<file path="src/rtl/rect_fill_engine.sv">
// rect_fill_engine: rasterises one filled (or optionally outlined) rectangle per
// request into a pixel-write stream for vga_adapter, one pixel per clock.
// Optional feature macro: RECT_FILL_OUTLINE_EN (adds iOutline, border-only plotting).
// Ports:
//   iClock, iReset       clock, asynchronous active-high reset
//   iValid / oReady      request handshake; accepted when both high at a rising edge
//   iX0, iY0, iW, iH     rectangle origin and size (W or H of 0 = empty)
//   iColour              fill colour
//   oX, oY, oColour      pixel position/colour (valid only when oPlot=1)
//   oPlot                pixel write strobe
//   oBusy                high while sweeping or completing
//   oDone                one-cycle completion pulse
//   iOutline             border-only mode (RECT_FILL_OUTLINE_EN builds only)
module rect_fill_engine #(
  parameter int unsigned X_BITS      = 9,
  parameter int unsigned Y_BITS      = 8,
  parameter int unsigned SCREEN_W    = 320,
  parameter int unsigned SCREEN_H    = 240,
  parameter int unsigned COLOUR_BITS = 3
) (
  input  logic                   iClock,
  input  logic                   iReset,
  input  logic                   iValid,
  output logic                   oReady,
  input  logic [X_BITS-1:0]      iX0,
  input  logic [Y_BITS-1:0]      iY0,
  input  logic [X_BITS-1:0]      iW,
  input  logic [Y_BITS-1:0]      iH,
  input  logic [COLOUR_BITS-1:0] iColour,
  output logic [X_BITS-1:0]      oX,
  output logic [Y_BITS-1:0]      oY,
  output logic [COLOUR_BITS-1:0] oColour,
  output logic                   oPlot,
  output logic                   oBusy,
  output logic                   oDone
`ifdef RECT_FILL_OUTLINE_EN
  ,
  input  logic                   iOutline
`endif
);

  localparam int unsigned XW1 = X_BITS + 1;
  localparam int unsigned YW1 = Y_BITS + 1;

  typedef enum logic [1:0] {
    S_IDLE,
    S_FILL,
    S_DONE
  } state_t;

  state_t                 state_q, state_d;
  logic [X_BITS-1:0]      x0_q, x0_d, w_q, w_d, cx_q, cx_d;
  logic [Y_BITS-1:0]      y0_q, y0_d, h_q, h_d, cy_q, cy_d;
  logic [COLOUR_BITS-1:0] col_q, col_d;
  logic                   outline_q, outline_d;
  logic [X_BITS-1:0]      x_q, x_d;
  logic [Y_BITS-1:0]      y_q, y_d;
  logic [COLOUR_BITS-1:0] colour_q, colour_d;
  logic                   plot_q, plot_d;
  logic                   busy_q, busy_d;
  logic                   done_q, done_d;
  logic                   ready_q, ready_d;
  logic                   outline_in;

`ifdef RECT_FILL_OUTLINE_EN
  assign outline_in = iOutline;
`else
  assign outline_in = 1'b0;
`endif

  // Plot decision for pixel (cx,cy): on-screen test at widened precision, plus border mask.
  function automatic logic pix_on(input logic [X_BITS-1:0] x0, input logic [X_BITS-1:0] cx,
                                  input logic [X_BITS-1:0] w,  input logic [Y_BITS-1:0] y0,
                                  input logic [Y_BITS-1:0] cy, input logic [Y_BITS-1:0] h,
                                  input logic outline);
    logic [XW1-1:0] px;
    logic [YW1-1:0] py;
    logic           border;
    px     = XW1'(x0) + XW1'(cx);
    py     = YW1'(y0) + YW1'(cy);
    border = (cx == X_BITS'(0)) || (cx == w - X_BITS'(1)) ||
             (cy == Y_BITS'(0)) || (cy == h - Y_BITS'(1));
    return (px < XW1'(SCREEN_W)) && (py < YW1'(SCREEN_H)) && (!outline || border);
  endfunction

  // Next-state and registered-output computation; outputs describe the pixel shown next cycle.
  always_comb begin
    state_d   = state_q;
    x0_d      = x0_q;
    y0_d      = y0_q;
    w_d       = w_q;
    h_d       = h_q;
    col_d     = col_q;
    outline_d = outline_q;
    cx_d      = cx_q;
    cy_d      = cy_q;
    x_d       = x_q;
    y_d       = y_q;
    colour_d  = colour_q;
    plot_d    = 1'b0;
    done_d    = 1'b0;

    case (state_q)
      S_IDLE: begin
        if (iValid) begin
          x0_d      = iX0;
          y0_d      = iY0;
          w_d       = iW;
          h_d       = iH;
          col_d     = iColour;
          outline_d = outline_in;
          cx_d      = X_BITS'(0);
          cy_d      = Y_BITS'(0);
          if ((iW == X_BITS'(0)) || (iH == Y_BITS'(0))) begin
            state_d = S_DONE;
            done_d  = 1'b1;
          end else begin
            state_d  = S_FILL;
            x_d      = iX0;
            y_d      = iY0;
            colour_d = iColour;
            plot_d   = pix_on(iX0, X_BITS'(0), iW, iY0, Y_BITS'(0), iH, outline_in);
          end
        end
      end
      S_FILL: begin
        if ((cx_q == w_q - X_BITS'(1)) && (cy_q == h_q - Y_BITS'(1))) begin
          state_d = S_DONE;
          done_d  = 1'b1;
        end else begin
          if (cx_q == w_q - X_BITS'(1)) begin
            cx_d = X_BITS'(0);
            cy_d = cy_q + Y_BITS'(1);
          end else begin
            cx_d = cx_q + X_BITS'(1);
          end
          x_d      = x0_q + cx_d;
          y_d      = y0_q + cy_d;
          colour_d = col_q;
          plot_d   = pix_on(x0_q, cx_d, w_q, y0_q, cy_d, h_q, outline_q);
        end
      end
      S_DONE: begin
        state_d = S_IDLE;
      end
      default: begin
        state_d = S_IDLE;
      end
    endcase

    ready_d = (state_d == S_IDLE);
    busy_d  = (state_d != S_IDLE);
  end

  always_ff @(posedge iClock or posedge iReset) begin
    if (iReset) begin
      state_q   <= S_IDLE;
      x0_q      <= '0;
      y0_q      <= '0;
      w_q       <= '0;
      h_q       <= '0;
      col_q     <= '0;
      outline_q <= 1'b0;
      cx_q      <= '0;
      cy_q      <= '0;
      x_q       <= '0;
      y_q       <= '0;
      colour_q  <= '0;
      plot_q    <= 1'b0;
      busy_q    <= 1'b0;
      done_q    <= 1'b0;
      ready_q   <= 1'b1;
    end else begin
      state_q   <= state_d;
      x0_q      <= x0_d;
      y0_q      <= y0_d;
      w_q       <= w_d;
      h_q       <= h_d;
      col_q     <= col_d;
      outline_q <= outline_d;
      cx_q      <= cx_d;
      cy_q      <= cy_d;
      x_q       <= x_d;
      y_q       <= y_d;
      colour_q  <= colour_d;
      plot_q    <= plot_d;
      busy_q    <= busy_d;
      done_q    <= done_d;
      ready_q   <= ready_d;
    end
  end

  assign oReady  = ready_q;
  assign oX      = x_q;
  assign oY      = y_q;
  assign oColour = colour_q;
  assign oPlot   = plot_q;
  assign oBusy   = busy_q;
  assign oDone   = done_q;

endmodule
</file>
<file path="config.mk">
export PLATFORM = sky130hd
export DESIGN_NAME = rect_fill_engine
export DESIGN_NICKNAME = d
export VERILOG_FILES = /design/src/rtl/rect_fill_engine.sv
export SDC_FILE = /design/constraint.sdc
export NUM_CORES = 1
export LEC_CHECK = 0
export CAP_MARGIN = 30
export CORE_MARGIN = 2
export CORE_UTILIZATION = 50
export DETAILED_ROUTE_END_ITERATION = 10
export MAX_ROUTING_LAYER = met4
export PLACE_DENSITY = 0.84
export RECOVER_POWER = 50
export SKIP_CTS_REPAIR_TIMING = 1
export SYNTH_ARGS = -nofsm -noshare
export SYNTH_HDL_FRONTEND = slang
export SYNTH_SLANG_ARGS = --single-unit
</file>
<file path="constraint.sdc">
create_clock -name iClock -period 7.75 [get_ports iClock]
set_input_delay 0.775 -clock iClock [delete_from_list [all_inputs] [get_ports iClock]]
set_output_delay 0.775 -clock iClock [all_outputs]
set_load 0.005 [all_outputs]
</file>
==> impl_metrics.csv <==
group,metric,value,unit
floorplanning,initial_core_util,51.3,%
global_routing,grt_use_met2,41.1,%
cts,insertion_delay,0.37,ns
floorplanning,io_pins,64,
finish,drive_above_1_share,4.78,%
timing,fin_ws,3.03,ns
cts,cts.sink_count,80,
timing,post-route-period-util,60.9,%
finish,fin_area,5930,um^2
finish,synthToLayoutAreaGrowth,18.9,%
route,drt_wl_total,12700,um
place,io_buffers,63,
cts,clockBufferDepth,2,
outcome,violations,"max-capacitance violations, max-slew violations",
timing,relSlewSlack,-51.8,%
global_routing,use_met1,32.6,%
route,remaining_drc_errors,0,
global_routing,grt_pass1_wl,21400,um
power_and_ir_drop,power.total,2.44,mW
power_and_ir_drop,power_per_cell_area,411,nW/um^2
floorplanning,core_area,9730,um^2
timing,whs,0.483,ns
route,vias,4449,
critical_path,cp-start-kind,"flop",
timing,hold_violations,0,
critical_path,slowest_stage,"nor4_4",
yosys,ys_seq_area_share,40.2,%
yosys,netlist_area,4990,um^2
global_routing,grt_usage,25.5,%
finish,antenna_cells,0,
flow_run,cap_viol_max_count,3,
global_routing,grt-busiest-layer,"met2",
route,detail_route.wl_per_cell,16.3,um
yosys,synth_cells,594,
power_and_ir_drop,leakagePower,2.73,nW
critical_path,crit_family,"compound AO/OA/AOI/OAI gates",
yosys,synth_warnings,0,
critical_path,worst_ep_required_time,8.05,ns
yosys,syn_avg_cell_area,8.40,um^2
finish,fin_util,60.9,%
critical_path,critPathBufInv,1,
cts,cts_tree,"done",
place,placed_cell_area,5720,um^2
power_and_ir_drop,vdd_drop_max,0.000205,V
global_routing,grt_max_degree,44,
global_routing,antenna_found_initial,0,
critical_path,crit_fanout,7,
global_routing,met3_usage,5.58,%
place,post-place-ws,3.08,ns
timing,rsz0062_at_grt,"false",
route,vias_per_cell,5.69,
timing,worstMarginPinSlew,2.28,ns
timing,min_period,4.72,ns
place,hpwl,9090,um
route,antenna_left,0,
floorplanning,die_y,104,um
critical_path,crit_chain,"inv_1, ha_1, nor2b_1, or3_1, a31o_1, nor4_4, nand2_1, nand2_1, xnor2_1, ha_1, a21o_1, o21ai_0, a21boi_0, o21ai_0, a31o_2, a211oi_1, o211ai_1, a311o_1, a21oi_1",
timing,fin_tns_setup,0,ns
critical_path,setup.worst_path.end_class,"flop",
yosys,synth_edf_count,0,
yosys,ys_seq_elements,80,
floorplanning,die_w,104,um
cts,numCtsBuffers,9,
timing,fin_skew,0.0111,ns
route,firstDrtPassIters,6,
global_routing,grt_pass1_vias,4363,
finish,instances_no_fill,782,
critical_path,cp_slowest_stage_delay,0.48,ns
floorplanning,dieArea,10800,um^2
cts,root_buffer,"clkbuf_8",
finish,final_common_cell,"nand2_1",
timing,drv_slew,127,
cts,cts.clk_slew.worst_paths,0.08,ns
global_routing,grt.overflow.total,0,
timing,fmax,212,MHz
critical_path,worstPathArrival,5.02,ns
route,drt_iter0_drc,277,
finish,final_cell_mix,"nand2_1 (157), dfrtp_1 (79), clkdlybuf4s50_1 (61), nor2_1 (42), o21ai_0 (27)",
hold_path,hp-class,"flop to flop",
yosys,ys_types,66,
yosys,synthFlopType,"dfrtp_1",
cts,h-tree-depth,3,
place,place.gp.congestion,0.975,
floorplanning,rows,36,
critical_path,critPathKind,"flop to flop",
timing,setup_viol,0,
place,dp_cells,765,
finish,fin_nets,706,
yosys,synth-async-reset-ratio,100,%
yosys,syn_nets,656,
outcome,status,"finished, violations left",
-- path summary, 6_finish.rpt --
| path | cells after the start | to | slack, ns | from |
|---|---|---|---|---|
| hold / removal | 2 | col_q[1] | 0.48 | col_q[1] |
| max in group asynchronous | 4 | w_q[1] | 3.21 | iReset |
| setup reg to reg | 19 | oPlot | 3.03 | w_q[0] |
| setup / recovery | 19 | oPlot | 3.03 | w_q[0] |
| min in group asynchronous | 3 | h_q[6] | 1.58 | iReset |
| hold reg to reg | 2 | col_q[1] | 0.48 | col_q[1] |
-- synth_stat cells, types with 3 or more instances --
| master | number | area, um^2 |
|---|---|---|
| mux2_2 | 3 | 33.8 |
| nand4_1 | 6 | 37.5 |
| buf_2 | 8 | 40.0 |
| dfrtp_1 | 79 | 1980 |
| and3_1 | 3 | 18.8 |
| or3_1 | 6 | 37.5 |
| clkbuf_1 | 21 | 78.8 |
| inv_1 | 18 | 67.6 |
| nor3_1 | 9 | 45.0 |
| a311o_1 | 3 | 30.0 |
| nand3_1 | 15 | 75.1 |
| xor2_1 | 22 | 193 |
| o211ai_1 | 5 | 37.5 |
| o21ai_0 | 27 | 135 |
| nor2_1 | 42 | 158 |
| a21oi_1 | 16 | 80.1 |
| a31oi_1 | 17 | 106 |
| and2_1 | 9 | 56.3 |
| ha_1 | 21 | 263 |
| a211oi_1 | 8 | 60.1 |
| nor2b_1 | 4 | 25.0 |
| a22o_1 | 6 | 52.6 |
| o21bai_1 | 4 | 30.0 |
| a21o_1 | 9 | 67.6 |
| nor4_1 | 5 | 31.3 |
| nand2_1 | 157 | 589 |
| nand2b_1 | 3 | 18.8 |
| xnor2_1 | 23 | 201 |
-- cell families after synthesis --
logic type	count (synthesis)	share of synthesized area, %
XOR/XNOR	45	7.90
AO/OA/AOI/OAI	122	16.8
buffers and inverters	49	3.89
flip-flops	80	40.2
adder cells (fa/ha/maj)	22	5.67
AND/OR/NAND/NOR	272	24.7
multiplexers	4	0.878
-- final cells by class --
class                           count  area, um^2
Fill cell                         875        3800
Multi-Input combinational cell    465        2800
Sequential cell                    80        2000
Timing Repair Buffer               70         692
Tap cell                          133         166
Clock buffer                       14         163
Inverter                           18        68.8
Clock inverter                      2        37.5
-- sequential cells by signal, indices dropped and copies added (netlist names), 2 cells and up --
signal / flops
h_q: 8
oY: 8
y0_q: 8
oX: 9
cy_q: 8
state_q: 2
cx_q: 9
oColour: 3
col_q: 3
w_q: 9
x0_q: 9
-- tightest hold or removal path, cell delays in order (launching register included) --
cell     delay (ns)
dfrtp_1        0.35
nand2_1        0.05
nand2_1        0.05
-- layer usage --
| layer | part of all wire, % | wire length (um) | up-vias |
|---|---|---|---|
| li1 | - | - | 2153 |
| met1 | 45 | 5740 | 2143 |
| met2 | 48 | 6100 | 137 |
| met3 | 5.5 | 696 | 16 |
| met4 | 1.5 | 192 | 0 |
| met5 | 0 | 0 | - |
-- power by group --
part           total (mW)  switching, mW  internal (mW)
Combinational        1.33          0.714          0.618
Sequential          0.783          0.183          0.600
Clock               0.320          0.153          0.167
Total                2.44           1.05           1.39
Note: power is estimated with default switching activity, not from simulation.
